### src/rtl/dmem_responder.sv
// Memory-side responder for the core's RV32I load/store port: one request at a time,
// programmable wait states, byte/half/word access. Optional DMEM_ERR_EN adds fault reporting.
module dmem_responder #(
    parameter int DEPTH       = 32,
    parameter int WAIT_CYCLES = 1
) (
    input  logic        clk,
    input  logic        rst,
    input  logic        req_valid,
    output logic        req_ready,
    input  logic        req_we,
    input  logic [31:0] req_addr,
    input  logic [31:0] req_wdata,
    input  logic [2:0]  req_funct3,
    output logic        rsp_valid,
    input  logic        rsp_ready,
    output logic [31:0] rsp_rdata,
    output logic        rsp_err
);

    localparam int AW = $clog2(DEPTH);
    localparam int LW = AW + 2;
    localparam logic [3:0] WAIT_INIT = 4'(WAIT_CYCLES);

    // state  | meaning
    // S_IDLE | ready for a request
    // S_WAIT | counting wait states, access on count==1
    // S_RESP | response held until rsp_ready
    typedef enum logic [1:0] {
        S_IDLE = 2'd0,
        S_WAIT = 2'd1,
        S_RESP = 2'd2
    } state_t;

    state_t state, state_nxt;
    logic [3:0]    count;
    logic          lat_we;
    logic [LW-1:0] lat_addr;
    logic [31:0]   lat_wdata;
    logic [2:0]    lat_funct3;
    logic [31:0]   mem [DEPTH];

    logic          accept;
    logic          access;
    logic          a_we;
    logic [LW-1:0] a_addr;
    logic [31:0]   a_wdata;
    logic [2:0]    a_funct3;
    logic [AW-1:0] a_idx;
    logic [31:0]   cur_word;
    logic [31:0]   lane_b;
    logic [31:0]   lane_h;
    logic [31:0]   load_data;
    logic [31:0]   st_mask;
    logic [31:0]   st_data;
    logic [31:0]   new_word;
    logic          acc_err;
    logic          unused_addr;

    assign unused_addr = ^req_addr[31:LW];

    always_ff @(posedge clk or negedge rst) begin
        if (!rst) state <= S_IDLE;
        else      state <= state_nxt;
    end

    always_comb begin
        state_nxt = state;
        accept    = 1'b0;
        access    = 1'b0;
        req_ready = 1'b0;
        rsp_valid = 1'b0;
        case (state)
            S_IDLE: begin
                req_ready = 1'b1;
                if (req_valid) begin
                    accept = 1'b1;
                    if (WAIT_INIT == 4'd0) begin
                        access    = 1'b1;
                        state_nxt = S_RESP;
                    end else begin
                        state_nxt = S_WAIT;
                    end
                end
            end
            S_WAIT: begin
                if (count == 4'd1) begin
                    access    = 1'b1;
                    state_nxt = S_RESP;
                end
            end
            S_RESP: begin
                rsp_valid = 1'b1;
                if (rsp_ready) state_nxt = S_IDLE;
            end
            default: state_nxt = S_IDLE;
        endcase
    end

    // With zero wait states the access happens on the accept edge, so use the live request.
    always_comb begin
        if (state == S_IDLE) begin
            a_we     = req_we;
            a_addr   = req_addr[LW-1:0];
            a_wdata  = req_wdata;
            a_funct3 = req_funct3;
        end else begin
            a_we     = lat_we;
            a_addr   = lat_addr;
            a_wdata  = lat_wdata;
            a_funct3 = lat_funct3;
        end
    end

    assign a_idx    = a_addr[LW-1:2];
    assign cur_word = mem[a_idx];
    assign lane_b   = cur_word >> {a_addr[1:0], 3'b000};
    assign lane_h   = cur_word >> {a_addr[1], 4'b0000};

    always_comb begin
        load_data = cur_word;
        st_mask   = 32'hFFFF_FFFF;
        st_data   = a_wdata;
        case (a_funct3)
            3'b000: load_data = {{24{lane_b[7]}}, lane_b[7:0]};
            3'b100: load_data = {24'h0, lane_b[7:0]};
            3'b001: load_data = {{16{lane_h[15]}}, lane_h[15:0]};
            3'b101: load_data = {16'h0, lane_h[15:0]};
            default: load_data = cur_word;
        endcase
        case (a_funct3)
            3'b000, 3'b100: begin
                st_mask = 32'h0000_00FF << {a_addr[1:0], 3'b000};
                st_data = {24'h0, a_wdata[7:0]} << {a_addr[1:0], 3'b000};
            end
            3'b001, 3'b101: begin
                st_mask = 32'h0000_FFFF << {a_addr[1], 4'b0000};
                st_data = {16'h0, a_wdata[15:0]} << {a_addr[1], 4'b0000};
            end
            default: begin
                st_mask = 32'hFFFF_FFFF;
                st_data = a_wdata;
            end
        endcase
    end

    assign new_word = (cur_word & ~st_mask) | (st_data & st_mask);

`ifdef DMEM_ERR_EN
    always_comb begin
        acc_err = 1'b0;
        case (a_funct3)
            3'b001, 3'b101:         acc_err = a_addr[0];
            3'b010:                 acc_err = |a_addr[1:0];
            3'b011, 3'b110, 3'b111: acc_err = 1'b1;
            default:                acc_err = 1'b0;
        endcase
    end

    always_ff @(posedge clk or negedge rst) begin
        if (!rst)        rsp_err <= 1'b0;
        else if (access) rsp_err <= acc_err;
    end
`else
    assign acc_err = 1'b0;
    assign rsp_err = 1'b0;
`endif

    always_ff @(posedge clk or negedge rst) begin
        if (!rst) begin
            count      <= 4'd0;
            lat_we     <= 1'b0;
            lat_addr   <= '0;
            lat_wdata  <= 32'h0;
            lat_funct3 <= 3'b000;
            rsp_rdata  <= 32'h0;
        end else begin
            if (accept) begin
                count      <= WAIT_INIT;
                lat_we     <= req_we;
                lat_addr   <= req_addr[LW-1:0];
                lat_wdata  <= req_wdata;
                lat_funct3 <= req_funct3;
            end else if (state == S_WAIT) begin
                count <= count - 4'd1;
            end
            if (access) rsp_rdata <= (a_we || acc_err) ? 32'h0 : load_data;
        end
    end

    always_ff @(posedge clk or negedge rst) begin
        if (!rst) begin
            for (int i = 0; i < DEPTH; i++) mem[i] <= 32'h0;
        end else if (access && a_we && !acc_err) begin
            mem[a_idx] <= new_word;
        end
    end

endmodule
### config.mk
export PLATFORM = sky130hd
export DESIGN_NAME = dmem_responder
export DESIGN_NICKNAME = d
export VERILOG_FILES = /design/src/rtl/dmem_responder.sv
export SDC_FILE = /design/constraint.sdc
export NUM_CORES = 2
export LEC_CHECK = 0
export ABC_AREA = 1
export ABC_CLOCK_PERIOD_IN_PS = 2750
export CAP_MARGIN = 20
export CORE_UTILIZATION = 25
export CTS_BUF_LIST = sky130_fd_sc_hd__clkbuf_8
export DETAILED_ROUTE_END_ITERATION = 6
export HOLD_SLACK_MARGIN = 0.05
export PLACE_DENSITY = 0.39
export SYNTH_ARGS = -nofsm -noshare
export SYNTH_HDL_FRONTEND = slang
export SYNTH_SLANG_ARGS = --single-unit
### constraint.sdc
create_clock -name clk -period 2.75 [get_ports clk]
set_input_delay 0.55 -clock clk [delete_from_list [all_inputs] [get_ports clk]]
set_output_delay 0.55 -clock clk [all_outputs]
set_load 0.01 [all_outputs]
### Word-level counts from Yosys, hierarchy flattened

Cells that the tools add are included.

* bits in registers: 1105
* bits in latches: 0
* RAM bits: 0
* memory bits (read-only): 0
* bits of input ports: 72
* output and inout bits: 35
* memories kept: 0

* add/sub/neg operators: 1
* multiply operators: 0
* divide/modulo/power cells: 0
* $lt $le $gt $ge: 2
* equality and inequality tests: 9
* shifts and indexed selects: 6
* multiplexer cells: 26
* bitwise operators: 5
* reduce and logical (&&, ||, !) cells: 8

Operators by type and width (count)
* bitwise mux 1024 bit: 1
* binary-select mux 32 bit (select 5 bit): 1
* demux 32 bit (select 5 bit): 1
* two-way mux 32 bit: 5
* one-hot mux 32 bit (2 select lines): 2
* one-hot mux 32 bit (4 select lines): 1
* bitwise AND 32 bit: 2
* NOT 32 bit: 1
* OR 32 bit: 1
* left shift 16 x 5 -> 32 bit: 1
* left shift 16 x 5 -> 32 bit, first input constant: 1
* left shift 8 x 5 -> 32 bit: 1
* left shift 8 x 5 -> 32 bit, first input constant: 1
* >> shifter 32 x 5 -> 16 bit: 1
* >> shifter 32 x 5 -> 8 bit: 1
* two-way mux 4 bit: 2
* two-way mux 1 bit: 7
* two-way mux 7 bit: 1
* equality test 3 bit, second input constant: 2
* greater-or-equal comparator 6 bit, second input constant: 1
* < comparator 6 x 1 -> 1 bit, second input constant: 1
* two-way mux 2 bit: 3
* inequality test 2 bit, second input constant: 3
* NOT 5 -> 6 bit: 1
* 13 further kinds: 15

### Logic depth before layout (Yosys ltp)

* depth after elaboration: 9
* mapped depth: 22
* depth with buffers taken out: 19

### Worst setup path before layout

No wires, ideal clock.

* kind: register to register
* from: register state[0]
* to: register mem[668] (netlist name)
* setup time: 136 ps
* arrival: 2311 ps
* data required time: 2614 ps
* path slack: 303 ps
* stages on the path, launching flop included: 15
* buffers on the path: 4
* period minus slack after synthesis: 2447 ps
* cell sequence: dfrtp_1 > nor2_4 > buf_4 > nand2_1 > o21ai_1 > buf_2 > nor2_4 > inv_1 > nor2_2 > inv_2 > clkbuf_1 > o211ai_1 > nor2_2 > buf_6 > o21ai_1

* cells in the longest elaborated chain, start to end: 9

Ends and longest elaborated chain
* start, declared: RTL line 35 `state_t state, state_nxt;`
* start signal, assigned: RTL line 64 `else state <= state_nxt;`
* zero test 2 bit: RTL line 102 `if (state == S_IDLE) begin`
* two-way mux 7 bit or two-way mux 3 bit (tied branches): RTL line 102
* NOT 5 -> 6 bit (not written as such), or another cell as far along: RTL line 116, 195
* binary-select mux 32 bit (select 5 bit) or OR reduction 2 bit (tied branches): RTL line 116, 131
* two-way mux 32 bit (not written as such) or one-hot mux 32 bit (2 select lines) (tied branches): RTL line 116, 131
* two-way mux 32 bit (not written as such) or NOT 32 bit (tied branches): RTL line 116, 147
* bitwise AND 32 bit: RTL line 147 `assign new_word = (cur_word & ~st_mask) | (st_data & st_mask);`
* OR 32 bit: RTL line 147
* bitwise mux 1024 bit: RTL line 195 `mem[a_idx] <= new_word;`
* end signal, assigned by index: RTL line 195
* end, declared: RTL line 41 `logic [31:0] mem [DEPTH];`

Parallel ways exist; a longest one is shown, timed or not. The select of a mux whose other input is x is not followed.
A chain may end at the register's enable or synchronous reset.

### Worst setup path in the final report

* from: register state[1]
* to: register mem[553] (netlist name)

The elaborated chain is that of the path after synthesis.

==> impl_metrics.py <==
metrics = {
    "status": {
        "status": "finished, violations left",
        "failed_checks": "setup timing",
    },
    "global_route": {
        "grt_pass1_vias": 44670,
        "grt_pass1_wl_um": 330300,
        "antenna_found_initial": 10,
        "grt_usage_pct": 22.19,
        "grt_max_degree": 121,
        "gr-total-overflow": 0,
    },
    "critical_path": {
        "crit_required_ps": 3600,
        "worstPathArrival_ps": 4160,
        "end_kind": "register",
        "crit_path_frequent_cell": "buf_12",
        "crit_chain": "nor2_4 > buf_12 > buf_12 > o21ai_4 > nor2_4 > bufinv_16 > buf_16 > buf_16 > buf_8 > o211ai_1 > nand2_1 > nand2_1 > nor2_2 > nand3_2 > nand2_2 > a21oi_4 > buf_12 > buf_12 > o21ai_0",
        "critPathSlowestCell": "dfrtp_2",
        "path_buf_inv": 8,
        "critPathLaunchType": "register",
        "cp_top_family": "buffers and inverters",
        "path_class": "register to register",
        "cpPeakStageDelay_ps": 440,
        "path_max_fanout": 10,
    },
    "sta": {
        "fin_crit_sh_pct": 120.3,
        "skew_ps": 58.81,
        "layout_min_cycle_time_ps": 3307,
        "max_freq_ghz": 0.3023,
        "slew_headroom_pct": 46.16,
        "slew_violations": 0,
        "rsz0062_at_grt": "true",
        "hold_violations": 0,
        "final.setup.worst_slack_ps": -557.5,
        "final-setup-viol-count": 1058,
        "worstMarginPinSlew_ps": 800.7,
    },
    "yosys": {
        "ys_top_cells_by_area": "dfrtp_1 54%, nand2_1 15%, nor2_1 7.1%",
        "synth_edf_count": 0,
        "synth-seq-cells": 1105,
        "synthMuxAreaShare_pct": 0.02197,
        "yosys.cell_types.count": 44,
        "synth_top_area_cell": "dfrtp_1",
        "synth-compound-area-share_pct": 15.50,
        "synthSimpleGateAreaFrac_pct": 24.60,
        "synth_xor_area_share_pct": 0,
        "syn_inst": 6424,
        "synthAdderAreaFrac_pct": 0.04881,
        "yosys_most_used_dff": "dfrtp_1",
        "synth_nets": 6498,
        "synth_seq_area_share_pct": 53.94,
        "syn_area_mm2": 0.05127,
        "yosysWarnings": 0,
        "synth_top_family_by_area": "simple AND/OR/NAND/NOR gates",
        "synth.avg_cell_area_um2": 7.980,
        "ys_async_sr_fraction_pct": 100.0,
        "yosysTopAreaCellShare_pct": 53.94,
    },
    "cells_and_area": {
        "final_layout_size_suffix_gt1_share_pct": 19.87,
        "final_cells": 9814,
        "fillers": 21430,
        "areaGrowthSynthToFinish_pct": 32.77,
        "fin_nets": 7041,
    },
    "clocking": {
        "clock_latency_ps": 1000,
        "cts.sinks": 1105,
        "clockBufferDepth": 3,
        "clkTransAtPathRegs_ps": 60,
        "cts_made_buffers": 206,
        "cts_tree": "done",
        "cts_root_buf": "clkbuf_8",
        "h-tree-depth": 4,
    },
    "routing": {
        "drc": 0,
        "drt-total-wl_um": 232700,
        "ant_nets": 0,
        "vias_per_cell": 4.714,
        "drt_iter0_drc": 4205,
        "vias": 46260,
        "drtPass1Iterations": 6,
        "wire_per_inst_um": 23.71,
    },
    "job": {
        "cap_viol_max_count": 0,
    },
    "floorplan": {
        "initial_utilization_pct": 25.26,
        "core_mm2": 0.2029,
        "rows": 165,
        "die_y_um": 454.8,
        "io_pins": 107,
        "dieArea_mm2": 0.2069,
        "die_x_um": 454.8,
    },
    "placement": {
        "gp_congestion": 0.8574,
        "dp.cells": 9339,
        "numPortBuffers": 80,
        "hpwl_um": 150900,
    },
    "worst_hold_path": {
        "hold_class": "input pin to register",
    },
}
## per-stage QoR
stage | util, % | setup TNS [ps] | hold slack (ps) | area [um^2] | worst slack, ps
finish | 33.54 | -372400 | 154.3 | 68070 | -557.5
global route | 33.54 | -482230 | 102.9 | 68060 | -612.9
CTS | 33.06 | -394690 | 66.25 | 67090 | -513.3
detailed placement | 30.18 | -847730 | 464.0 | 61250 | -1309
global placement | 30.18 | -853320 | 458.4 | 61250 | -1317
floorplan | - | 0 | 254.4 | 51270 | 303.1
## synth_stat cells (4+ instances only)
library cell / number
inv_2: 8
clkbuf_1: 253
a211oi_1: 4
nor3_4: 7
o21ai_0: 451
nor2_1: 974
buf_2: 152
o21ai_2: 123
a31oi_2: 7
o21ai_1: 653
o211ai_1: 54
nand2_1: 2058
dfrtp_1: 1105
inv_1: 183
or2_2: 47
nand3_1: 81
o31ai_1: 5
buf_6: 29
o22ai_1: 82
buf_4: 30
nand2_2: 11
or2_1: 5
nand3b_1: 5
a21oi_1: 36
nor2_2: 28
buf_1: 5
## cell families (layout without fill, tap and decap cells)
group / after synthesis / after routing
AND/OR/NAND/NOR: 3228 / 3228
other: 1 / 10
multiplexers: 1 / 1
adder cells (fa/ha/maj): 2 / 2
buffers and inverters: 663 / 1372
AO/OA/AOI/OAI: 1424 / 1424
flip-flops: 1105 / 1105
## layout by cell type (no fill, tap or decap), types with 8 or more instances in the layout
cell             netlist  layout
clkinv_2               1      19
or2_2                 47      47
nor2_1               974     941
nand3_1               81      74
nor2_2                28      36
bufinv_16              0       8
inv_1                183     248
nand2_1             2058    1988
buf_12                 0     255
nor3_4                 7       8
dfrtp_1             1105    1104
a21oi_1               36      36
buf_6                 29      27
buf_16                 0      23
diode_2                0       9
o21ai_0              451     413
o21ai_1              653     668
nor2_4                 2      27
o22ai_1               82      78
clkdlybuf4s50_1        0      79
nand2_4                1      42
nand2_2               11      35
buf_4                 30     398
clkbuf_8               0     268
o21ai_2              123     140
o211ai_1              54      54
clkbuf_16              0      11
## cell type report
type / instances / area, um^2 / share of cell area, %
flip-flops and latches: 1105 / 27650 / 40.63
multi-input cells: 4656 / 21520 / 31.62
repair buffers: 805 / 10340 / 15.19
clock buffers: 268 / 3689 / 5.419
well taps: 2672 / 3343 / 4.912
inverters: 193 / 779.5 / 1.145
clock inverters: 106 / 718.2 / 1.055
diodes: 9 / 22.52 / 0.03309
## flip-flops by register name, indices dropped and copies added (netlist names)
register,count
lat_we,1
count,4
lat_funct3,3
rsp_rdata,32
lat_addr,7
mem,1024
state,2
lat_wdata,32
## worst paths after layout
kind	from	endpoint	slack (ps)	cells after the start
worst max-delay path	state[1]	mem[553]	-560	19
worst min-delay path	req_wdata[7]	lat_wdata[7]	150	3
worst max register to register	state[1]	mem[553]	-560	19
worst min register to register	rsp_rdata[25]	rsp_rdata[25]	480	2
max in group asynchronous	rst	state[1]	1690	3
min in group asynchronous	rst	mem[27]	270	3
## repair_timing
item / CTS / global route
setup endpoints to repair: 1059 / 1058
gates resized for setup: 140 / 128
setup buffers: 44 / 23
cloned: 11 / 13
hold endpoints to repair: 421 / 0
hold buffers: 3 / 0
pin swaps: 18 / 32
## metal layers
layer  part of all wire, %  global-route usage [%]  vias up
li1                      -                       -    21850
met1                    47                   31.20    22760
met2                    45                   34.57     1356
met3                   5.3                   3.809      295
met4                   2.7                   6.808        0
met5                     0                       0        -
## worst register-to-register path, delay by kind of cell, from the launching register on
kind            cells  cell delay [ps]
buf+inv             8             1250
compound gates      4              830
flops               1              440
simple gates        7              660
Power is left out: the tool's default activity adds up to more than one toggle a clock period on the data nets, which glitch-free logic cannot reach.
